### config.mk
export PLATFORM = sky130hd
export DESIGN_NAME = uart_wb_master
export DESIGN_NICKNAME = d
export VERILOG_FILES = /design/src/rtl/uart_wb_master.sv
export SDC_FILE = /design/constraint.sdc
export NUM_CORES = 1
export LEC_CHECK = 0
export ABC_AREA = 0
export ABC_CLOCK_PERIOD_IN_PS = 2000
export BUFFER_PORTS_ARGS = -buffer_cell sky130_fd_sc_hd__buf_4
export CAP_MARGIN = 20
export CORE_MARGIN = 2
export CORE_UTILIZATION = 46
export DETAILED_ROUTE_END_ITERATION = 6
export MAX_ROUTING_LAYER = met4
export PLACE_DENSITY = 0.81
export SYNTH_ARGS = -nofsm -noshare
export SYNTH_HDL_FRONTEND = slang
export SYNTH_SLANG_ARGS = --single-unit
export TNS_END_PERCENT = 50
### constraint.sdc
create_clock -name clk -period 2 [get_ports clk]
set_input_delay 0.2 -clock clk [delete_from_list [all_inputs] [get_ports clk]]
set_output_delay 0.2 -clock clk [all_outputs]
set_load 0.05 [all_outputs]
### src/rtl/uart_wb_master.sv
// uart_wb_master: Wishbone classic master that polls a UART register window.
// Each poll reads the UCR status word and then, if needed, either drains one
// received byte into a valid/ready stream or writes one byte from two
// round-robin arbitrated transmit requesters. All outputs are registered.
module uart_wb_master #(
  parameter logic [31:0] BASE_ADR    = 32'h0000_0000,
  parameter int unsigned POLL_GAP    = 4,
  parameter int unsigned ACK_TIMEOUT = 255
) (
  input  logic        clk,
  input  logic        reset,
  output logic        wb_cyc_o,
  output logic        wb_stb_o,
  output logic        wb_we_o,
  output logic [31:0] wb_adr_o,
  output logic [3:0]  wb_sel_o,
  output logic [31:0] wb_dat_o,
  input  logic [31:0] wb_dat_i,
  input  logic        wb_ack_i,
  input  logic        tx0_valid,
  input  logic [7:0]  tx0_data,
  output logic        tx0_ready,
  input  logic        tx1_valid,
  input  logic [7:0]  tx1_data,
  output logic        tx1_ready,
  output logic        rx_valid,
  output logic [7:0]  rx_data,
  input  logic        rx_ready,
  output logic        rx_err,
  output logic        bus_err
);

  localparam logic [31:0] DATA_ADR = BASE_ADR + 32'd4;
  // GAP leaves once the counter has stepped through 0..POLL_GAP.
  localparam logic [7:0]  GAP_LAST = 8'(POLL_GAP);
  // cyc stays high for exactly ACK_TIMEOUT cycles when no ack arrives.
  localparam logic [7:0]  TO_LAST  = 8'(ACK_TIMEOUT - 1);

  typedef enum logic [1:0] {GAP, POLL, RD_DATA, WR_DATA} state_t;

  state_t     state;
  logic [7:0] gap_cnt;
  logic [7:0] to_cnt;
  logic       cyc;
  logic       last_grant;   // 1 = tx1 was granted last
  logic       grant;        // requester owning the pending write
  logic       any_tx;
  logic       grant_pick;
  logic       unused_dat;

  // cyc and stb are the same register, so they can never disagree.
  assign wb_cyc_o   = cyc;
  assign wb_stb_o   = cyc;
  assign wb_sel_o   = 4'hF;
  assign unused_dat = ^wb_dat_i[31:8];

  // Round-robin choice evaluated at the poll ack: a tie goes to the requester
  // that did not win last time, a single requester always wins.
  always_comb begin
    any_tx = tx0_valid | tx1_valid;
    if (tx0_valid && tx1_valid) begin
      grant_pick = ~last_grant;
    end else begin
      grant_pick = tx1_valid;
    end
  end

  // Sequencer: idle gap, poll/read/write bus cycles, ack timeout and outputs.
  always_ff @(posedge clk or negedge reset) begin
    if (!reset) begin
      state      <= GAP;
      gap_cnt    <= '0;
      to_cnt     <= '0;
      cyc        <= 1'b0;
      wb_we_o    <= 1'b0;
      wb_adr_o   <= '0;
      wb_dat_o   <= '0;
      last_grant <= 1'b1;
      grant      <= 1'b0;
      tx0_ready  <= 1'b0;
      tx1_ready  <= 1'b0;
      rx_valid   <= 1'b0;
      rx_data    <= '0;
      rx_err     <= 1'b0;
      bus_err    <= 1'b0;
    end else begin
      tx0_ready <= 1'b0;
      tx1_ready <= 1'b0;
      rx_err    <= 1'b0;
      bus_err   <= 1'b0;

      if (rx_valid && rx_ready) begin
        rx_valid <= 1'b0;
      end

      if (cyc && !wb_ack_i) begin
        // Waiting on the slave; abandon the cycle once the budget is spent.
        if (to_cnt == TO_LAST) begin
          cyc     <= 1'b0;
          wb_we_o <= 1'b0;
          bus_err <= 1'b1;
          state   <= GAP;
        end else begin
          to_cnt <= to_cnt + 8'd1;
        end
      end else begin
        case (state)
          GAP: begin
            if (gap_cnt == GAP_LAST) begin
              gap_cnt  <= '0;
              to_cnt   <= '0;
              cyc      <= 1'b1;
              wb_we_o  <= 1'b0;
              wb_adr_o <= BASE_ADR;
              state    <= POLL;
            end else begin
              gap_cnt <= gap_cnt + 8'd1;
            end
          end

          POLL: begin
            // Only reachable here with cyc high and ack present.
            cyc    <= 1'b0;
            rx_err <= wb_dat_i[1];
            if (wb_dat_i[0] && !rx_valid) begin
              state <= RD_DATA;
            end else if (!wb_dat_i[4] && any_tx) begin
              state    <= WR_DATA;
              grant    <= grant_pick;
              wb_dat_o <= {24'h0, grant_pick ? tx1_data : tx0_data};
            end else begin
              state <= GAP;
            end
          end

          RD_DATA: begin
            if (!cyc) begin
              to_cnt   <= '0;
              cyc      <= 1'b1;
              wb_we_o  <= 1'b0;
              wb_adr_o <= DATA_ADR;
            end else begin
              cyc      <= 1'b0;
              rx_data  <= wb_dat_i[7:0];
              rx_valid <= 1'b1;
              state    <= GAP;
            end
          end

          WR_DATA: begin
            if (!cyc) begin
              to_cnt   <= '0;
              cyc      <= 1'b1;
              wb_we_o  <= 1'b1;
              wb_adr_o <= DATA_ADR;
            end else begin
              cyc        <= 1'b0;
              wb_we_o    <= 1'b0;
              last_grant <= grant;
              if (grant) begin
                tx1_ready <= 1'b1;
              end else begin
                tx0_ready <= 1'b1;
              end
              state <= GAP;
            end
          end

          default: state <= GAP;
        endcase
      end
    end
  end

endmodule

* Word-level counts from Yosys, hierarchy flattened *
Index checks and enable logic that the tools add are counted.

word-level totals
  register bits after elaboration = 75
  latch bits = 0
  memory bits (writable) = 0
  memory bits (read-only) = 0
  bits of input ports = 54
  output and inout bits = 84
  word-level logic and storage cells = 99
  memories = 0

operators by class
  $add $sub $neg = 2
  multiply operators = 0
  divide/modulo/power cells = 0
  magnitude comparators = 0
  eq/ne operators = 13
  shift operators = 0
  multiplexer cells = 43
  bitwise gates (word level) = 4
  reductions and logical operators = 22

operators by type and width
  cell                                                                      number
  32-bit 2-to-1 mux                                                         2
  32-bit one-hot mux with 2 select lines                                    1
  8-bit 2-to-1 mux                                                          6
  1-bit 2-to-1 mux                                                          24
  8-bit by 1-bit adder with 8-bit output (second input constant)            2
  8-bit one-hot mux with 2 select lines                                     1
  4-bit AND reduction                                                       4
  2-bit 2-to-1 mux                                                          6
  3-bit AND reduction                                                       3
  8-bit by 3-bit == test with 1-bit output (second input constant)          1
  8-bit == test (second input constant)                                     1
  2-bit inequality test (second input constant)                             3
  3-bit inequality test (second input constant)                             2
  1-bit one-hot mux with 3 select lines                                     2
  2-bit one-hot mux with 3 select lines                                     1
  1-bit logical AND                                                         5
  2-bit == test (second input constant)                                     2
  2-bit AND reduction                                                       2
  4-bit nonzero test                                                        1
  1-bit zero test                                                           3
  3-bit by 1-bit inequality test with 1-bit output (second input constant)  1
  3-bit by 2-bit inequality test with 1-bit output (second input constant)  1
  1-bit inverter                                                            3
  3-bit nonzero test                                                        1
  6 further kinds                                                           6

* Longest topological paths before layout *
Gate-level depths: netlist of run 1.

  depth after elaboration = 6
  depth in mapped cells = 6

* Least setup slack after synthesis of run 1 *
Ideal clock, no wire load.

  path kind = register -> register
  start point = reg cyc, in the netlist wb_cyc_o
  end point = reg grant
  setup time = 125 ps
  arrival = 1796 ps
  data required time = 1875 ps
  slack = 78 ps
  cell stages (with the launch flop) = 6
  buffers on the path = 1
  clock period less this slack = 1922 ps
  path through = dfrtp_1 > nand2b_2 > nand2_2 > or4_4 > buf_6 > mux2_4

between the ends
  longest elaborated chain between the ends = 3

RTL lines
  element                               RTL line  text
  from (decl)                           44        logic cyc;
  from (signal assigned)                74        cyc <= 1'b0;
  from (signal assigned)                99        cyc <= 1'b0;
  from (signal assigned)                112       cyc <= 1'b1;
  1-bit logical AND                     96        if (cyc && !wb_ack_i) begin
  1-bit inverter (no source line)       -
  4-bit AND reduction (no source line)  -
  to (signal assigned)                  129       grant <= grant_pick;
  to (decl)                             46        logic grant;

No other way between the ends.
A chain may end at the register's enable or synchronous reset.

* Worst setup path in the final report of run 1 *
  start point = reg cyc, in the netlist wb_cyc_o
  end point = reg wb_dat_o[0]

between the ends
  longest elaborated chain between the ends = 3

RTL lines
  element                               RTL line  text
  1-bit logical AND                     96
  1-bit inverter (no source line)       -
  4-bit AND reduction (no source line)  -
  to (signal assigned)                  130       wb_dat_o <= {24'h0, grant_pick ? tx1_data : tx0_data};
  to (decl)                             17        output logic [31:0] wb_dat_o,

No other way between the ends.

==> impl_metrics.ini, run 1 <==
[setup_path]
crit_path_start_kind = register
crit_type = register to register
crit_path_max_fanout = 10
worstPathRequired_ns = 2.18
critPathArrivalTime_ns = 1.98
critPathSlowestCell = or4_4
critical_path.max_stage_delay_ns = 0.65
end_kind = register
cp_cell_sequence = nand2b_2, nand2_2, or4_4, mux2_4

[cts]
clk_pin_slew_ns = 0.08
clk_path_buf_depth = 2
cts_buffers = 5
cts_root_buffer = clkbuf_8
cts_repair_resize_count = 0
hold_buffers = 1
cts_tree = done
clk_latency_ns = 0.29
postCtsSetupBuffers = 0
clock_sinks = 44
cts_max_level = 2

[routing]
wl_um = 4756
drt_iter0_drc = 151
num_vias = 1850
drcViolationCount = 0
drt_pass1_iterations = 4
antenna_left = 0
via_per_inst = 4.818
wl_per_cell_um = 12.39

[cells_and_area]
n_fill_cell = 486
drive_above_1_share_pct = 28.85
layout_common_cells = 59 x conb_1, 57 x buf_4, 43 x dfrtp_1, 16 x nand2_1, 14 x o21ai_0
area_growth_pct = 13.68
post-route-util_pct = 54.37
layout_commonest_cell = conb_1
final_nets = 369
num_antenna_cells = 0

[timing]
rsz0062_at_grt = no
fin_skew_ns = 0.002667
slew_viol_final = 0
hold_viol_final = 0
fmax_mhz = 554.6
setup_viol = 0
slew_headroom_pct = 64.82
worst_slew_pin_slew_ns = 0.5277
worst_slack_ns = 0.1968
min_period_ns = 1.803
final.setup.tns_ns = 0
finalCritPeriodShare_pct = 90.16

[synth]
syn_inst = 255
ys_types = 48
muxShareOfSynthArea_pct = 12.35
synth_edf_count = 0
synth_ff_type = dfrtp_1
synth_xor_area_share_pct = 1.663
synth_top_family_by_area = buffers and inverters
synth_area_mm2 = 0.002634
synth_warnings = 0
avgSynthCellArea_um2 = 10.33
yosysSeqAreaShare_pct = 41.85
synth_compound_area_share_pct = 9.834
synthAdderAreaFrac_pct = 1.900
synthSimpleGateAreaFrac_pct = 12.40
async_reset_ff_share_pct = 100.0
synth-seq-cells = 44

[run]
cap_violations = 0

[placed_design]
gp_congestion = 0.9114
port_buffers = 54
pre_cts_ws_ns = 0.1893
post-dp-hpwl_um = 3542

[status]
status = complete, no violations

[floorplanning]
rows = 27
ioPinCount = 138
core_area_mm2 = 0.005507
initial_core_util_pct = 47.83
die_height_um = 79.67
die_x_um = 79.67
die-area_mm2 = 0.006347

[global_routing]
overflow = 0
antenna_found_initial = 0
track_usage_pct = 15.78
grt_pass1_vias = 1715
grt_max_degree = 45
grt_pass1_wl_um = 7679

[pwr]
p_per_area_mw_per_mm2 = 1301
p_leak_nw = 1.516
vdd_ir_drop_max_uv = 696.6

[hold_path]
min-delay-path-class = input port to register
[routing by layer]
metal  GRT usage, %  vias to the layer above  wire [um]
met2          26.81                       89       2338
li1               -                      882          -
met3          3.167                        8        353
met1          18.52                      871       1979
met5              -                        -          0
met4          5.862                        0         84
[critical path: cells and delay by family, from the launching register on]
kind,cells,cell delay (ns)
AND/OR/NAND/NOR,3,0.85
flip-flops,1,0.50
multiplexers,1,0.34
[layout make-up]
class	instances	area, um^2	area share, %
clock inverters	2	35.03	1.170
clock buffers	6	72.57	2.424
repair buffers	58	437.9	14.63
flip-flops and latches	44	1102	36.82
inverters	8	30.03	1.003
well taps	72	90.09	3.009
multi-input cells	194	1226	40.95
[synth_stat cells, drive strengths merged, types with 3 or more instances]
| cell | number | area [um^2] |
|---|---|---|
| nand4 | 5 | 31.28 |
| and3 | 3 | 18.77 |
| o211ai | 4 | 30.03 |
| nor2 | 6 | 22.52 |
| nand2 | 17 | 66.32 |
| xnor2 | 3 | 26.28 |
| nor2b | 4 | 25.02 |
| o22ai | 4 | 25.02 |
| a21oi | 4 | 20.02 |
| ha | 4 | 50.05 |
| dfrtp | 43 | 1076 |
| nand3 | 10 | 50.05 |
| inv | 8 | 30.03 |
| a31oi | 3 | 18.77 |
| nor3 | 4 | 25.02 |
| mux2 | 25 | 315.3 |
| o21ai | 14 | 70.07 |
| buf | 66 | 489.2 |
[per-stage QoR]
step           total power [mW]  std cells  hold slack [ns]  cell area (um^2)
3_3_place_gp              3.195        375           0.2229              2877
6_report                  3.896        384          0.08853              2994
3_5_place_dp              3.259        375           0.2229              2877
4_1_cts                   3.918        384          0.08369              2994
5_1_grt                   4.139        384          0.08451              2994
2_1_floorplan             2.841        312         -0.09559              2848
[sequential cells by signal (all words and copies together) (netlist names)]
register    cells
last_grant      1
rx_valid        1
rx_err          1
tx0_ready       1
to_cnt          8
gap_cnt         8
wb_dat_o        8
wb_we_o         1
tx1_ready       1
bus_err         1
state           2
rx_data         8
wb_cyc_o        1
grant           1
wb_adr_o        1
[cells by family (layout without fill, tap and decap cells)]
kind of cell             after synthesis  after routing
buffers and inverters                 74             74
AND/OR/NAND/NOR                       60             60
flip-flops                            44             44
AO/OA/AOI/OAI                         40             40
multiplexers                          26             26
XOR/XNOR                               5              5
adder cells (fa/ha/maj)                4              4
other                                  2             59
[power breakdown]
group / total [mW] / switching [mW] / internal [mW] / leakage [nW]
Sequential: 1.39 / 0.241 / 1.14 / 0.572
Combinational: 1.85 / 1.28 / 0.577 / 0.889
Clock: 0.656 / 0.286 / 0.370 / 0.0552
[final timing paths]
check	start	endpoint	slack, ns	cells past startpoint
min in group asynchronous	reset	tx0_ready	0.43	2
setup / recovery	wb_cyc_o	wb_dat_o[0]	0.20	4
hold reg to reg	grant	tx0_ready	0.47	1
max in group asynchronous	reset	last_grant	1.20	2
setup reg to reg	wb_cyc_o	wb_dat_o[0]	0.20	4
hold / removal	rx_ready	rx_valid	0.09	2
Power figures use the tool's default switching activity.
==> run 2, diff against run 1 <==
--- a/config.mk
+++ b/config.mk
@@ -6,14 +6,14 @@
 export NUM_CORES = 1
 export LEC_CHECK = 0
 export ABC_AREA = 0
-export ABC_CLOCK_PERIOD_IN_PS = 2000
+export ABC_CLOCK_PERIOD_IN_PS = 1600
 export BUFFER_PORTS_ARGS = -buffer_cell sky130_fd_sc_hd__buf_4
 export CAP_MARGIN = 20
 export CORE_MARGIN = 2
-export CORE_UTILIZATION = 46
+export CORE_UTILIZATION = 41
 export DETAILED_ROUTE_END_ITERATION = 6
 export MAX_ROUTING_LAYER = met4
-export PLACE_DENSITY = 0.81
+export PLACE_DENSITY = 0.77
 export SYNTH_ARGS = -nofsm -noshare
 export SYNTH_HDL_FRONTEND = slang
 export SYNTH_SLANG_ARGS = --single-unit
==> constraint.sdc (replaced) <==
create_clock -name clk -period 1.6 [get_ports clk]
set_input_delay 0.16 -clock clk [delete_from_list [all_inputs] [get_ports clk]]
set_output_delay 0.16 -clock clk [all_outputs]
set_load 0.05 [all_outputs]
==> run 2 against run 1 <==
  * Clock power rose by 25%
  * Flip-flop and latch count did not move
  * Fmax rose by 13%
  * First-iteration DRC count rose by 12%
  * Power rose by 37%
==> impl_metrics.ini, run 2 (synthesis gave the netlist of run 1 again) <==
[setup_path]
cp_cell_sequence = nand2b_4, nand2_4, or4_4, mux2_4
r2r_slack_ns = 0.0004
critical_path.max_stage_delay_ns = 0.59
reg2reg_depth = 4
end_kind = register
crit_path_max_fanout = 5
critPathSlowestCell = or4_4
worstReg2RegStart = wb_cyc_o
crit_path_start_kind = register
critPathArrivalTime_ns = 1.78
crit_type = register to register
regToRegEndpoint = wb_dat_o[6]
worstPathRequired_ns = 1.78

[timing]
setup_viol = 0
min_period_ns = 1.600
fmax_mhz = 625.2
fin_skew_ns = 0.003778
worst_slack_ns = 0.0004120
final.setup.tns_ns = 0
slew_headroom_pct = 64.03
worst_slew_pin_slew_ns = 0.5396
slew_viol_final = 0
hold_viol_final = 0
rsz0062_at_grt = yes
finalCritPeriodShare_pct = 99.97

[hold_path]
min_to = rx_valid
hold_depth = 2
hold_start = rx_ready
min-delay-path-class = input port to register

[placed_design]
port_buffers = 54
gp_congestion = 0.8175
pre_cts_ws_ns = -0.03751
post-dp-hpwl_um = 3770

[pwr]
p_leak_nw = 1.650
pwr-share-comb_pct = 53.4
power_frac_seq_pct = 31.2
vdd_ir_drop_max_uv = 968.8
p_int_mw = 2.915
switchingPower_mw = 2.416
switching_share_pct = 45.32
p_per_area_mw_per_mm2 = 1636
power.share.clock_pct = 15.4

[routing]
antenna_left = 0
drt_pass1_iterations = 4
drcViolationCount = 0
drt_iter0_drc = 169
wl_per_cell_um = 13.03
via_per_inst = 4.893
num_vias = 2016
wl_um = 5367

[floorplanning]
initial_core_util_pct = 41.96
die-area_mm2 = 0.007081
die_x_um = 84.15
core_area_mm2 = 0.006277
die_height_um = 84.15
ioPinCount = 138
rows = 29

[cts]
clock_sinks = 44
cts_max_level = 2
cts_root_buffer = clkbuf_8
clk_path_buf_depth = 2
cts_buffers = 5
clk_pin_slew_ns = 0.08
cts_tree = done
clk_latency_ns = 0.29

[global_routing]
track_usage_pct = 15.48
grt_pass1_wl_um = 8597
antenna_found_initial = 0
grt_pass1_vias = 1841
overflow = 0
grt_max_degree = 45

[cells_and_area]
layout_commonest_cell = buf_4
multi_input_area_mm2 = 0.001313
area_growth_pct = 23.71
drive_above_1_share_pct = 37.91
post-route-util_pct = 51.90
n_fill_cell = 547
final_nets = 392
ff_latch_area_mm2 = 0.001105
num_antenna_cells = 0
layout_common_cells = 79 x buf_4, 59 x conb_1, 41 x dfrtp_1, 15 x nand2_1

[status]
status = complete, no violations

[run]
cap_violations = 0
## run 2: changes by cell type in the layout (fill, tap and decap cells not counted), moves of 2 or more
cell     change
o21ai_1      +4
inv_2        +2
dfrtp_1      -2
dfrtp_2      +2
inv_1        -3
o21ai_0      -4
buf_4       +22
## run 2: how the worst max path moves through the flow
stage / start / to / slack (ns) / cells past startpoint
after floorplan: wb_cyc_o / grant / -0.19 / 5
after global placement: wb_cyc_o / wb_dat_o[5] / -0.02 / 4
after detailed placement: wb_cyc_o / wb_dat_o[6] / -0.04 / 4
after CTS: wb_cyc_o / wb_dat_o[6] / -0.03 / 4
after global routing: gap_cnt[0] / gap_cnt[6] / -0.03 / 6
final: wb_cyc_o / wb_dat_o[6] / 0.0004 / 4
## run 2: final cells by class
type / count / area share [%]
sequential: 44 / 33.91
clock buffer: 6 / 2.227
tap: 77 / 2.957
multi-input combinational: 195 / 40.28
clock inverter: 2 / 1.075
timing repair buffer: 80 / 18.51
inverter: 8 / 1.037
## run 2: power groups by stage
stage	combinational, mW	clock [mW]	sequential [mW]
floorplan	1.25	0	2.30
global placement	2.63	0	1.64
detailed placement	2.68	0	1.67
CTS	2.74	0.834	1.66
global route	3.04	0.880	1.71
finish	2.85	0.819	1.66
## run 2: per-stage QoR
stage | std cells | area [um^2] | hold slack, ns | power (mW)
global placement | 401 | 3043 | 0.1840 | 4.279
CTS | 412 | 3204 | 0.02922 | 5.231
global route | 412 | 3258 | 0.03127 | 5.630
floorplan | 312 | 2850 | -0.1356 | 3.555
finish | 412 | 3258 | 0.03220 | 5.331
detailed placement | 401 | 3043 | 0.1809 | 4.350
## run 2: timing repair
item	CTS	global route
gates resized for setup	6	17
pin swaps	2	7
setup endpoints to repair	18	25
gates cloned	1	0
hold buffers	1	0
setup buffers	1	0
endpoints found under the hold margin	43	0
## run 2: routing by layer
metal | GRT usage, % | vias to the layer above | share of wire, %
li1 | - | 928 | -
met3 | 4.031 | 12 | 8.8
met4 | 5.572 | 0 | 1.5
met5 | - | - | 0
met2 | 25.40 | 118 | 50
met1 | 18.42 | 958 | 39
## run 2: worst max-delay path: cells and delay by family, from the launching register on
family	cells	cell delay [ns]
simple gates	3	0.73
flops	1	0.43
mux	1	0.33
==> run 3, diff against run 2 <==
==> constraint.sdc (replaced) <==
create_clock -name clk -period 1.6 [get_ports clk]
set_input_delay 0.32 -clock clk [delete_from_list [all_inputs] [get_ports clk]]
set_output_delay 0.32 -clock clk [all_outputs]
set_load 0.05 [all_outputs]
==> run 3 against run 2 <==
  * The run now ends with negative setup slack left
  * Highest routed layer unchanged
  * Non-clock buffer count fell by 1
  * Worst setup slack got worse by 0.0044 ns
  * Utilization fell by 0.50 points
  * Fmax fell by 0.27%
  * Die area did not move
  * Register-to-register slack barely moved
  * First-iteration DRC count rose by 45%
  * Critical path depth rose by 3
==> impl_metrics.ini, run 3 (synthesis gave the netlist of run 1 again) <==
[placed_design]
post-dp-hpwl_um = 3623
port_buffers = 54
gp_congestion = 0.7934
place_inst = 402

[floorplanning]
die-area_mm2 = 0.007081
core_area_mm2 = 0.006277
ioPinCount = 138
die_height_um = 84.15
initial_core_util_pct = 41.96
rows = 29
die_x_um = 84.15

[global_routing]
track_usage_pct = 14.45
overflow = 0
grt_pass1_wl_um = 8155
grt_max_degree = 45
grt_pass1_vias = 1806
antenna_found_initial = 0

[cts]
clk_pin_slew_ns = 0.08
hold_buffers = 0
clk_path_buf_depth = 2
cts_max_level = 2
clk_latency_ns = 0.29
cts_root_buffer = clkbuf_8
cts_buffers = 5
clock_sinks = 44
cts_tree = done

[routing]
drt_pass1_iterations = 4
wl_per_cell_um = 12.05
antenna_left = 0
num_vias = 1988
via_per_inst = 4.849
drt_iter0_drc = 245
wl_um = 4941
drcViolationCount = 0

[timing]
fin_skew_ns = 0.004539
slew_headroom_pct = 64.43
fmax_mhz = 623.5
finalCritPeriodShare_pct = 100.2
slew_viol_final = 0
worst_slack_ns = -0.003972
min_period_ns = 1.604
hold_viol_final = 0
worst_slew_pin_slew_ns = 0.5335
rsz0062_at_grt = yes
setup_viol = 2

[pwr]
p_leak_nw = 1.641
power_mw = 5.213
vdd_ir_drop_max_uv = 1030
p_per_area_mw_per_mm2 = 1616

[cells_and_area]
num_antenna_cells = 0
area_growth_pct = 22.52
n_fill_cell = 550
layout.cells.non_filler = 410
layout_common_cells = 79 x buf_4, 59 x conb_1, 41 x dfrtp_1, 15 x nand2_1, 11 x o21ai_0
drive_above_1_share_pct = 38.14
layout_commonest_cell = buf_4
final_nets = 390

[run]
cap_violations = 0

[hold_path]
min-delay-path-class = input port to asynchronous set/reset pin

[status]
status = complete, but fails checks
violations = negative setup slack

[setup_path]
worstPathRequired_ns = 1.81
crit_path_start_kind = register
crit_path_max_fanout = 6
crit_type = register to register
critPathArrivalTime_ns = 1.82
end_kind = register
-- run 3: repair_timing --
action / 4_1_cts / 5_1_grt
buffers inserted: 0 / 1
endpoints found under the setup margin: 24 / 15
pin swaps: 2 / 6
resized for setup: 5 / 14
-- run 3: layer usage --
| metal | GRT usage, % | routed length [um] |
|---|---|---|
| met3 | 3.540 | 404 |
| met1 | 17.54 | 1937 |
| met5 | - | 0 |
| met4 | 4.985 | 46 |
| met2 | 23.59 | 2552 |
-- run 3: worst max-delay path, cell delays in order (launching register included) --
cell and delay (ns):
dfrtp_1 0.36, inv_1 0.07, ha_1 0.20, and4bb_2 0.25
buf_4 0.14, a31oi_4 0.23, nor2_4 0.08, o22ai_1 0.18
-- run 3: final cells by class --
type	instances	area, um^2	area share [%]
multi-input combinational	194	1295	40.13
tap	77	96.34	2.986
sequential	44	1105	34.24
inverter	8	30.03	0.9306
timing repair buffer	79	593.1	18.38
clock inverter	2	35.03	1.086
clock buffer	6	72.57	2.249
-- run 3: power by group --
group,internal [mW],total [mW],switching (mW)
logic,0.949,2.74,1.79
registers,1.43,1.66,0.224
clock network,0.463,0.818,0.355
-- run 3: final timing paths --
check	startpoint	endpoint	slack, ns	cells after the start
setup reg to reg	gap_cnt[0]	to_cnt[6]	-0.004	7
hold reg to reg	grant	tx0_ready	0.47	1
hold / removal	reset	wb_dat_o[7]	0.003	1
setup / recovery	gap_cnt[0]	to_cnt[6]	-0.004	7
max in group asynchronous	reset	rx_valid	1.20	1
min in group clk	rx_ready	rx_valid	0.20	2
-- run 3: per-stage QoR --
step | hold slack (ns) | utilization [%] | worst slack (ns) | cell area, um^2 | setup TNS, ns
finish | 0.002980 | 51.41 | -0.003972 | 3227 | -0.005825
global placement | 0.3413 | 48.59 | -0.08873 | 3050 | -0.7628
CTS | 0.02815 | 50.73 | 0.0007009 | 3184 | 0
global route | 0.04190 | 51.41 | -0.08488 | 3227 | -0.5983
detailed placement | 0.3474 | 48.59 | -0.09081 | 3050 | -0.9066
floorplan | 0.02441 | - | -0.1879 | 2850 | -1.691
